$ cat src/rtl/alien_shot_controller_if.sv
// Bus between the alien formation / collision logic and the shot controller.
// The master side drives frame timing, formation state and kill requests;
// the slave side (the controller) returns the shot pool state.
interface alien_shot_controller_if #(
  parameter int NUM_ROWS  = 3,
  parameter int NUM_COLS  = 5,
  parameter int MAX_SHOTS = 4
);
  logic                                    frame_tick;
  logic                                    clear_shots;
  logic [NUM_ROWS-1:0][NUM_COLS-1:0]       armed_matrix;
  logic [NUM_ROWS-1:0][NUM_COLS-1:0][15:0] alien_positions_x;
  logic [NUM_ROWS-1:0][NUM_COLS-1:0][15:0] alien_positions_y;
  logic [MAX_SHOTS-1:0]                    shot_kill;
  logic [MAX_SHOTS-1:0]                    shot_active;
  logic [MAX_SHOTS-1:0][15:0]              shot_x;
  logic [MAX_SHOTS-1:0][15:0]              shot_y;
  logic                                    fire_pulse;

  modport master (
    output frame_tick, clear_shots, armed_matrix,
           alien_positions_x, alien_positions_y, shot_kill,
    input  shot_active, shot_x, shot_y, fire_pulse
  );

  modport slave (
    input  frame_tick, clear_shots, armed_matrix,
           alien_positions_x, alien_positions_y, shot_kill,
    output shot_active, shot_x, shot_y, fire_pulse
  );
endinterface

$ cat src/rtl/alien_shot_controller.sv
// Alien shot controller: picks a firing alien once per fire interval and
// owns a small pool of falling shots that advance once per frame.
//
// Optional feature: define ALIEN_SHOT_LFSR_EN to choose the scan start
// column from a free-running 16-bit Galois LFSR instead of round-robin.
//
// state | meaning
// IDLE  | waiting for a frame tick with cooldown expired and a free slot
// SCAN  | testing one formation column per cycle for an armed alien
// SPAWN | shot just written to its slot, fire_pulse high; back to IDLE
//
// The column that SCAN finds is written into its slot on the edge that
// leaves SCAN, so the new shot and fire_pulse are visible while the FSM
// sits in SPAWN (frame tick at t -> visible at t+2+k, k columns skipped).
module alien_shot_controller #(
  parameter int NUM_ROWS      = 3,
  parameter int NUM_COLS      = 5,
  parameter int MAX_SHOTS     = 4,
  parameter int FIRE_INTERVAL = 60,
  parameter int SHOT_SPEED    = 2,
  parameter int SPRITE_W      = 32,
  parameter int SPRITE_H      = 16,
  parameter int SCREEN_BOTTOM = 480
) (
  input logic                   clk,
  input logic                   rst,
  alien_shot_controller_if.slave bus
);

  localparam int CD_W  = $clog2(FIRE_INTERVAL) + 1;
  localparam int COL_W = (NUM_COLS > 1) ? $clog2(NUM_COLS) : 1;
  localparam int ROW_W = (NUM_ROWS > 1) ? $clog2(NUM_ROWS) : 1;
  localparam int CNT_W = $clog2(NUM_COLS) + 1;

  localparam logic [CD_W-1:0]  CD_RELOAD = CD_W'(FIRE_INTERVAL - 1);
  localparam logic [COL_W-1:0] COL_LAST  = COL_W'(NUM_COLS - 1);
  localparam logic [CNT_W-1:0] CNT_LAST  = CNT_W'(NUM_COLS - 1);
  localparam logic [16:0]      SPEED_17  = 17'(SHOT_SPEED);
  localparam logic [16:0]      BOTTOM_17 = 17'(SCREEN_BOTTOM);
  localparam logic [15:0]      X_OFFSET  = 16'(SPRITE_W / 2);
  localparam logic [15:0]      Y_OFFSET  = 16'(SPRITE_H);

  typedef enum logic [1:0] {
    IDLE  = 2'd0,
    SCAN  = 2'd1,
    SPAWN = 2'd2
  } state_t;

  state_t state, state_nxt;

  logic [CD_W-1:0]            cooldown;
  logic [COL_W-1:0]           scan_col;
  logic [CNT_W-1:0]           scan_cnt;
  logic [COL_W-1:0]           last_col;
  logic [COL_W-1:0]           start_col;

  logic [MAX_SHOTS-1:0]       active;
  logic [MAX_SHOTS-1:0][15:0] pos_x;
  logic [MAX_SHOTS-1:0][15:0] pos_y;
  logic                       fire;

  logic                       col_armed;
  logic [ROW_W-1:0]           col_row;
  logic [15:0]                spawn_x;
  logic [15:0]                spawn_y;
  logic [MAX_SHOTS-1:0]       free_slots;
  logic [MAX_SHOTS-1:0]       spawn_mask;
  logic [MAX_SHOTS-1:0]       kill_eff;
  logic                       spawn_now;
  logic                       scan_begin;

  // Start column for the next scan.
`ifdef ALIEN_SHOT_LFSR_EN
  localparam logic [7:0] NUM_COLS_8 = 8'(NUM_COLS);
  logic [15:0] lfsr;

  // Galois LFSR stepping every cycle, taps 0xB400.
  always_ff @(posedge clk) begin
    if (rst) begin
      lfsr <= 16'hACE1;
    end else begin
      lfsr <= {1'b0, lfsr[15:1]} ^ (lfsr[0] ? 16'hB400 : 16'h0000);
    end
  end

  assign start_col = COL_W'(lfsr[7:0] % NUM_COLS_8);
`else
  assign start_col = (last_col == COL_LAST) ? '0 : last_col + COL_W'(1);
`endif

  // Armed lookup for the column under scan; lowest armed row wins.
  always_comb begin
    col_armed = 1'b0;
    col_row   = '0;
    for (int r = NUM_ROWS - 1; r >= 0; r--) begin
      if (bus.armed_matrix[r][scan_col]) begin
        col_armed = 1'b1;
        col_row   = ROW_W'(r);
      end
    end
    spawn_x = bus.alien_positions_x[col_row][scan_col] + X_OFFSET;
    spawn_y = bus.alien_positions_y[col_row][scan_col] + Y_OFFSET;
  end

  // Slot allocation: lowest-index free slot as a one-hot mask.
  always_comb begin
    free_slots = ~active;
    kill_eff   = bus.shot_kill & active;
    spawn_now  = (state == SCAN) && col_armed && (|free_slots) && !bus.clear_shots;
    spawn_mask = spawn_now ? (free_slots & (~free_slots + MAX_SHOTS'(1))) : '0;
  end

  // FSM state register.
  always_ff @(posedge clk) begin
    if (rst) begin
      state <= IDLE;
    end else begin
      state <= state_nxt;
    end
  end

  // FSM next-state logic.
  always_comb begin
    state_nxt  = state;
    scan_begin = 1'b0;
    case (state)
      IDLE: begin
        if (bus.frame_tick && (cooldown == '0) && !(&active)) begin
          state_nxt  = SCAN;
          scan_begin = 1'b1;
        end
      end
      SCAN: begin
        if (col_armed) begin
          state_nxt = SPAWN;
        end else if (scan_cnt == CNT_LAST) begin
          state_nxt = IDLE;
        end
      end
      SPAWN: begin
        state_nxt = IDLE;
      end
      default: begin
        state_nxt = IDLE;
      end
    endcase
    if (bus.clear_shots) begin
      state_nxt  = IDLE;
      scan_begin = 1'b0;
    end
  end

  // Column walker: load start column on scan entry, advance on empty columns.
  always_ff @(posedge clk) begin
    if (rst) begin
      scan_col <= '0;
      scan_cnt <= '0;
    end else if (scan_begin) begin
      scan_col <= start_col;
      scan_cnt <= '0;
    end else if ((state == SCAN) && !col_armed) begin
      scan_col <= (scan_col == COL_LAST) ? '0 : scan_col + COL_W'(1);
      scan_cnt <= scan_cnt + CNT_W'(1);
    end
  end

  // Fire cooldown: reloaded by a spawn or a clear, counts down on frame ticks.
  always_ff @(posedge clk) begin
    if (rst) begin
      cooldown <= CD_RELOAD;
    end else if (bus.clear_shots || spawn_now) begin
      cooldown <= CD_RELOAD;
    end else if (bus.frame_tick && (cooldown != '0)) begin
      cooldown <= cooldown - CD_W'(1);
    end
  end

  // Remember the column that last fired, for round-robin start.
  always_ff @(posedge clk) begin
    if (rst) begin
      last_col <= COL_LAST;
    end else if (spawn_now) begin
      last_col <= scan_col;
    end
  end

  // Shot pool: clear, kill, spawn, then motion, in that priority per slot.
  always_ff @(posedge clk) begin
    if (rst) begin
      active <= '0;
      pos_x  <= '0;
      pos_y  <= '0;
    end else begin
      for (int i = 0; i < MAX_SHOTS; i++) begin
        logic [16:0] y_next;
        y_next = {1'b0, pos_y[i]} + SPEED_17;
        if (bus.clear_shots) begin
          active[i] <= 1'b0;
        end else if (kill_eff[i]) begin
          active[i] <= 1'b0;
        end else if (spawn_mask[i]) begin
          active[i] <= 1'b1;
          pos_x[i]  <= spawn_x;
          pos_y[i]  <= spawn_y;
        end else if (bus.frame_tick && active[i]) begin
          pos_y[i] <= y_next[15:0];
          if (y_next[16] || (y_next >= BOTTOM_17)) begin
            active[i] <= 1'b0;
          end
        end
      end
    end
  end

  // One-cycle fire strobe, coincident with the new shot becoming visible.
  always_ff @(posedge clk) begin
    if (rst) begin
      fire <= 1'b0;
    end else begin
      fire <= spawn_now;
    end
  end

  assign bus.shot_active = active;
  assign bus.shot_x      = pos_x;
  assign bus.shot_y      = pos_y;
  assign bus.fire_pulse  = fire;

endmodule
$ cat src/flat_wrapper.sv
// flat-port wrapper written by rule: the top's interface ports become plain ports
module alien_shot_controller_flat 
#(
  parameter int NUM_ROWS      = 3,
  parameter int NUM_COLS      = 5,
  parameter int MAX_SHOTS     = 4,
  parameter int FIRE_INTERVAL = 60,
  parameter int SHOT_SPEED    = 2,
  parameter int SPRITE_W      = 32,
  parameter int SPRITE_H      = 16,
  parameter int SCREEN_BOTTOM = 480
)
  (clk, rst, bus_frame_tick, bus_clear_shots, bus_armed_matrix, bus_alien_positions_x, bus_alien_positions_y, bus_shot_kill, bus_shot_active, bus_shot_x, bus_shot_y, bus_fire_pulse);
  alien_shot_controller_if #(.NUM_ROWS(NUM_ROWS), .NUM_COLS(NUM_COLS), .MAX_SHOTS(MAX_SHOTS)) bus_i ();
  input logic clk;
  input logic rst;
  input wire logic [$bits(bus_i.frame_tick)-1:0] bus_frame_tick;
  input wire logic [$bits(bus_i.clear_shots)-1:0] bus_clear_shots;
  input wire logic [$bits(bus_i.armed_matrix)-1:0] bus_armed_matrix;
  input wire logic [$bits(bus_i.alien_positions_x)-1:0] bus_alien_positions_x;
  input wire logic [$bits(bus_i.alien_positions_y)-1:0] bus_alien_positions_y;
  input wire logic [$bits(bus_i.shot_kill)-1:0] bus_shot_kill;
  output wire logic [$bits(bus_i.shot_active)-1:0] bus_shot_active;
  output wire logic [$bits(bus_i.shot_x)-1:0] bus_shot_x;
  output wire logic [$bits(bus_i.shot_y)-1:0] bus_shot_y;
  output wire logic [$bits(bus_i.fire_pulse)-1:0] bus_fire_pulse;
  assign bus_i.frame_tick = bus_frame_tick;
  assign bus_i.clear_shots = bus_clear_shots;
  assign bus_i.armed_matrix = bus_armed_matrix;
  assign bus_i.alien_positions_x = bus_alien_positions_x;
  assign bus_i.alien_positions_y = bus_alien_positions_y;
  assign bus_i.shot_kill = bus_shot_kill;
  assign bus_shot_active = bus_i.shot_active;
  assign bus_shot_x = bus_i.shot_x;
  assign bus_shot_y = bus_i.shot_y;
  assign bus_fire_pulse = bus_i.fire_pulse;
  alien_shot_controller #(.NUM_ROWS(NUM_ROWS), .NUM_COLS(NUM_COLS), .MAX_SHOTS(MAX_SHOTS), .FIRE_INTERVAL(FIRE_INTERVAL), .SHOT_SPEED(SHOT_SPEED), .SPRITE_W(SPRITE_W), .SPRITE_H(SPRITE_H), .SCREEN_BOTTOM(SCREEN_BOTTOM)) u_core (.clk(clk), .rst(rst), .bus(bus_i));
endmodule
$ cat config.mk
export PLATFORM = sky130hd
export DESIGN_NAME = alien_shot_controller_flat
export DESIGN_NICKNAME = d
export VERILOG_FILES = /design/src/rtl/alien_shot_controller_if.sv /design/src/rtl/alien_shot_controller.sv /design/src/flat_wrapper.sv
export SDC_FILE = /design/constraint.sdc
export NUM_CORES = 1
export LEC_CHECK = 0
export CAP_MARGIN = 20
export CORE_AREA = 8 8 242 244
export CTS_CLUSTER_SIZE = 8
export DETAILED_ROUTE_END_ITERATION = 10
export DIE_AREA = 0 0 250 252
export SLEW_MARGIN = 20
export SYNTH_ARGS = -nofsm -noshare
export SYNTH_HDL_FRONTEND = slang
export SYNTH_SLANG_ARGS = --single-unit
$ cat constraint.sdc
create_clock -name clk -period 5.6 [get_ports clk]
set_input_delay 0.84 -clock clk [delete_from_list [all_inputs] [get_ports clk]]
set_output_delay 0.84 -clock clk [all_outputs]
set_load 0.1 [all_outputs]
==> metrics <==
outcome finished clean; crit share post-route 0.875; first-pass GRT wire length 118000 um; worst reg-to-reg path cell count 14; fillcell total 5595; critical path's slowest cell a21oi_1; proportion of netlist area held by the largest area contributor 0.247; Reg clk slew, reported paths 0.07 ns; antenna violations before repair 29; ys flop type dfxtp_1; Worst Hold Depth 2; Final Non-Filler Cells 2919; worst rel slew slack 0.250; Yosys Warn Count 0; IO Count 636; Area Overhead vs Synth 63.3%; Worst Max-Slew Pin Slew 1.12 ns; maximum fanout along the worst path 25; DR iter-0 viols 1598; GPL Wtd Cong 0.971; Yosys cell types 78; Post-Syn Instances 1601; clk buf depth 2; DRC viols 0; DIE AREA 63000 sq um; ANT nets after route 0; DR vias/cell 5.41; Hold-fix buffers, CTS 0; reg-to-reg slack, setup 0.92 ns; EDFF count, synth 0; Area contributors post-synth dfxtp_1, mux4_2, nand2_1; clock sinks 152; # resized after CTS 0; total power 0.00302 W; Setup Fix Bufs, Post-CTS 0; Placed Cells incl. Taps 2873; maxcap violations 0; CTS buffer count 17; Post-Syn Nets 2118; WHS Endpoint u_core.bus.shot_x[20]$_SDFFE_PP0P_; DPL Wire Length 69600 um; die height 252 um; fmax 0.204 GHz; final setup TNS 0 ns; register area share after synthesis 0.247; CTS tree built; Final nets 2705; worst min-delay path category flop to flop; Setup crit end kind flop; Hold Crit Start u_core.bus.shot_x[20]$_SDFFE_PP0P_; synthesized area 12300 sq um; clk_lat worst skew 0.44 ns; share of cells above drive strength 1 0.0986; Final Hold Viols 0; final setup fails 0; VDD IR max 0.171 mV; H-tree levels 4; asr flop ratio synth 0; Worst EP required 5.88 ns; total track usage 0.252; RR Endpoint u_core.bus.shot_y[43]$_SDFFE_PP0P_; syn_area_per_cell 7.69 sq um; largest net degree at the start of global routing 69; final slew viol count 0; row cnt 86; Starting Density 0.225; Crit Path Category input pin to flop; unrepaired setup endpoints after global routing no; Routed WL per cell 28.5 um; most frequent CP cell buf_4; 1st-pass router iterations 5; CP max stage delay 0.61 ns; P per Cell Area 150 nW/um^2; Synth Register Bits 152; Core Footprint 54700 sq um; Clock Skew 0.0169 ns; Critical Path Start Type input pin; FF-to-FF Start u_core.scan_col[2]$_SDFFE_PP0P_; Leak 6.91 nW; Post-Route WL 83100 um; residual overflow from global routing 0; chip width 250 um; Synth area leader dfxtp_1; Arr. time, crit path 5.18 ns; crit path time final 4.90 ns; crit-path cells clkdlybuf4s50_1 > mux2_2 > a21oi_1 > o21a_1 > buf_4 > nor2_2 > buf_4 > a221o_1 > a211oi_1 > nand3b_1 > nor3_1 > xnor2_1 > buf_4 > a221oi_1 > nor2_1; vias in the first global route 15.9k; # port buffers 635; Vias 15.8k; CTS Root Cell clkbuf_16
[cell type report]
class	instances	area [sq um]	share of cell area
inverters	21	78.8	0.00392
flip-flops and latches	152	3050	0.152
well taps	704	881	0.0438
clock buffers	20	447	0.0222
clock inverters	12	119	0.00591
repair buffers	702	6860	0.342
multi-input cells	1294	8620	0.429
diodes	14	35.0	0.00174
[cells in the mapped netlist, types with 5 or more instances]
cell type,count
nand2_1,245
nor2_1,184
dfxtp_1,152
a21oi_1,130
o21ai_0,82
clkbuf_1,78
mux4_2,59
nor3_1,54
nand3_1,41
and3_1,38
a211oi_1,37
buf_2,36
mux2i_1,32
a31oi_1,30
xnor2_1,26
inv_1,20
mux2_2,19
o22ai_1,19
nand3b_1,17
nor3b_1,16
o211ai_1,16
ha_1,14
o31ai_1,14
a221o_1,12
a311oi_1,12
nor4_1,12
xor2_1,12
and2_1,11
buf_1,11
a221oi_1,10
a22oi_1,10
nor2b_1,10
nand2b_1,8
nand4_1,8
o221ai_1,8
o221a_2,7
or4_1,7
a211o_1,6
o2111ai_1,6
o32ai_1,6
or3_1,6
a311o_1,5
[per-layer routing]
| layer | global-route usage | wire [um] | up-vias | share of wire |
|---|---|---|---|---|
| met5 | 0 | 103 | - | 0.0012 |
| met4 | 0.0772 | 2140 | 16 | 0.026 |
| met3 | 0.0624 | 6450 | 105 | 0.078 |
| met2 | 0.431 | 40500 | 800 | 0.49 |
| met1 | 0.310 | 33900 | 7721 | 0.41 |
| li1 | - | - | 7143 | - |
[cell families after synthesis]
logic type | count (synthesis) | share of synthesized area
XOR/XNOR | 39 | 0.0284
AND/OR/NAND/NOR | 679 | 0.259
adder cells (fa/ha/maj) | 14 | 0.0142
multiplexers | 111 | 0.152
buffers and inverters | 155 | 0.0555
flip-flops | 152 | 0.247
AO/OA/AOI/OAI | 451 | 0.244
[through the flow]
stage	utilization	area [sq um]	hold slack [ns]	worst slack, ns
floorplan	-	12300	0.453	1.24
detailed placement	0.357	19500	0.450	0.347
finish	0.368	20100	0.456	0.701
global route	0.368	20100	0.485	0.478
global placement	0.357	19500	0.451	0.521
CTS	0.367	20100	0.460	0.788
[power breakdown]
group | total (W) | switching, W | internal [W]
Clock | 0.00114 | 0.000513 | 0.000630
Combinational | 0.000794 | 0.000333 | 0.000461
Sequential | 0.00108 | 0.000000539 | 0.00108
Total | 0.00302 | 0.000846 | 0.00217
[state kept, by name, indices dropped and copies added, names as in the netlist, 2 cells and up]
name and flops:
u_core.state 2, u_core.bus.shot_active 4, u_core.bus.shot_y 64, u_core.scan_cnt 4, u_core.last_col 3, u_core.bus.shot_x 64, u_core.scan_col 3, u_core.cooldown 7
[cells in the final DEF, fill, tap and decap left out, types with 36 or more instances in the layout]
cell / count
o21ai_0: 80
nand2_1: 244
buf_4: 69
nor3_1: 53
a211oi_1: 36
and3_1: 38
clkdlybuf4s50_1: 632
nand3_1: 41
nor2_1: 181
mux4_2: 59
a21oi_1: 130
dfxtp_1: 149
[worst max-delay path: cells and delay by family]
kind	cells	cell delay, ns
AO/OA/AOI/OAI	5	2.03
buffers and inverters	4	1.14
AND/OR/NAND/NOR	4	0.78
multiplexers	1	0.26
XOR/XNOR	1	0.11
[worst max-delay path by stage]
stage / from / to / slack (ns) / cells after the start
after floorplan: bus_armed_matrix[4] / u_core.bus.shot_x[62]$_SDFFE_PP0P_ / 1.24 / 17
after global placement: bus_armed_matrix[10] / u_core.bus.shot_y[43]$_SDFFE_PP0P_ / 0.52 / 15
after detailed placement: bus_armed_matrix[10] / u_core.bus.shot_y[43]$_SDFFE_PP0P_ / 0.35 / 15
after CTS: bus_armed_matrix[10] / u_core.bus.shot_y[43]$_SDFFE_PP0P_ / 0.79 / 15
after global routing: bus_armed_matrix[10] / u_core.bus.shot_y[59]$_SDFFE_PP0P_ / 0.48 / 14
final: bus_armed_matrix[10] / u_core.bus.shot_y[43]$_SDFFE_PP0P_ / 0.70 / 15
No activity file was read; power rests on OpenSTA's default activity.
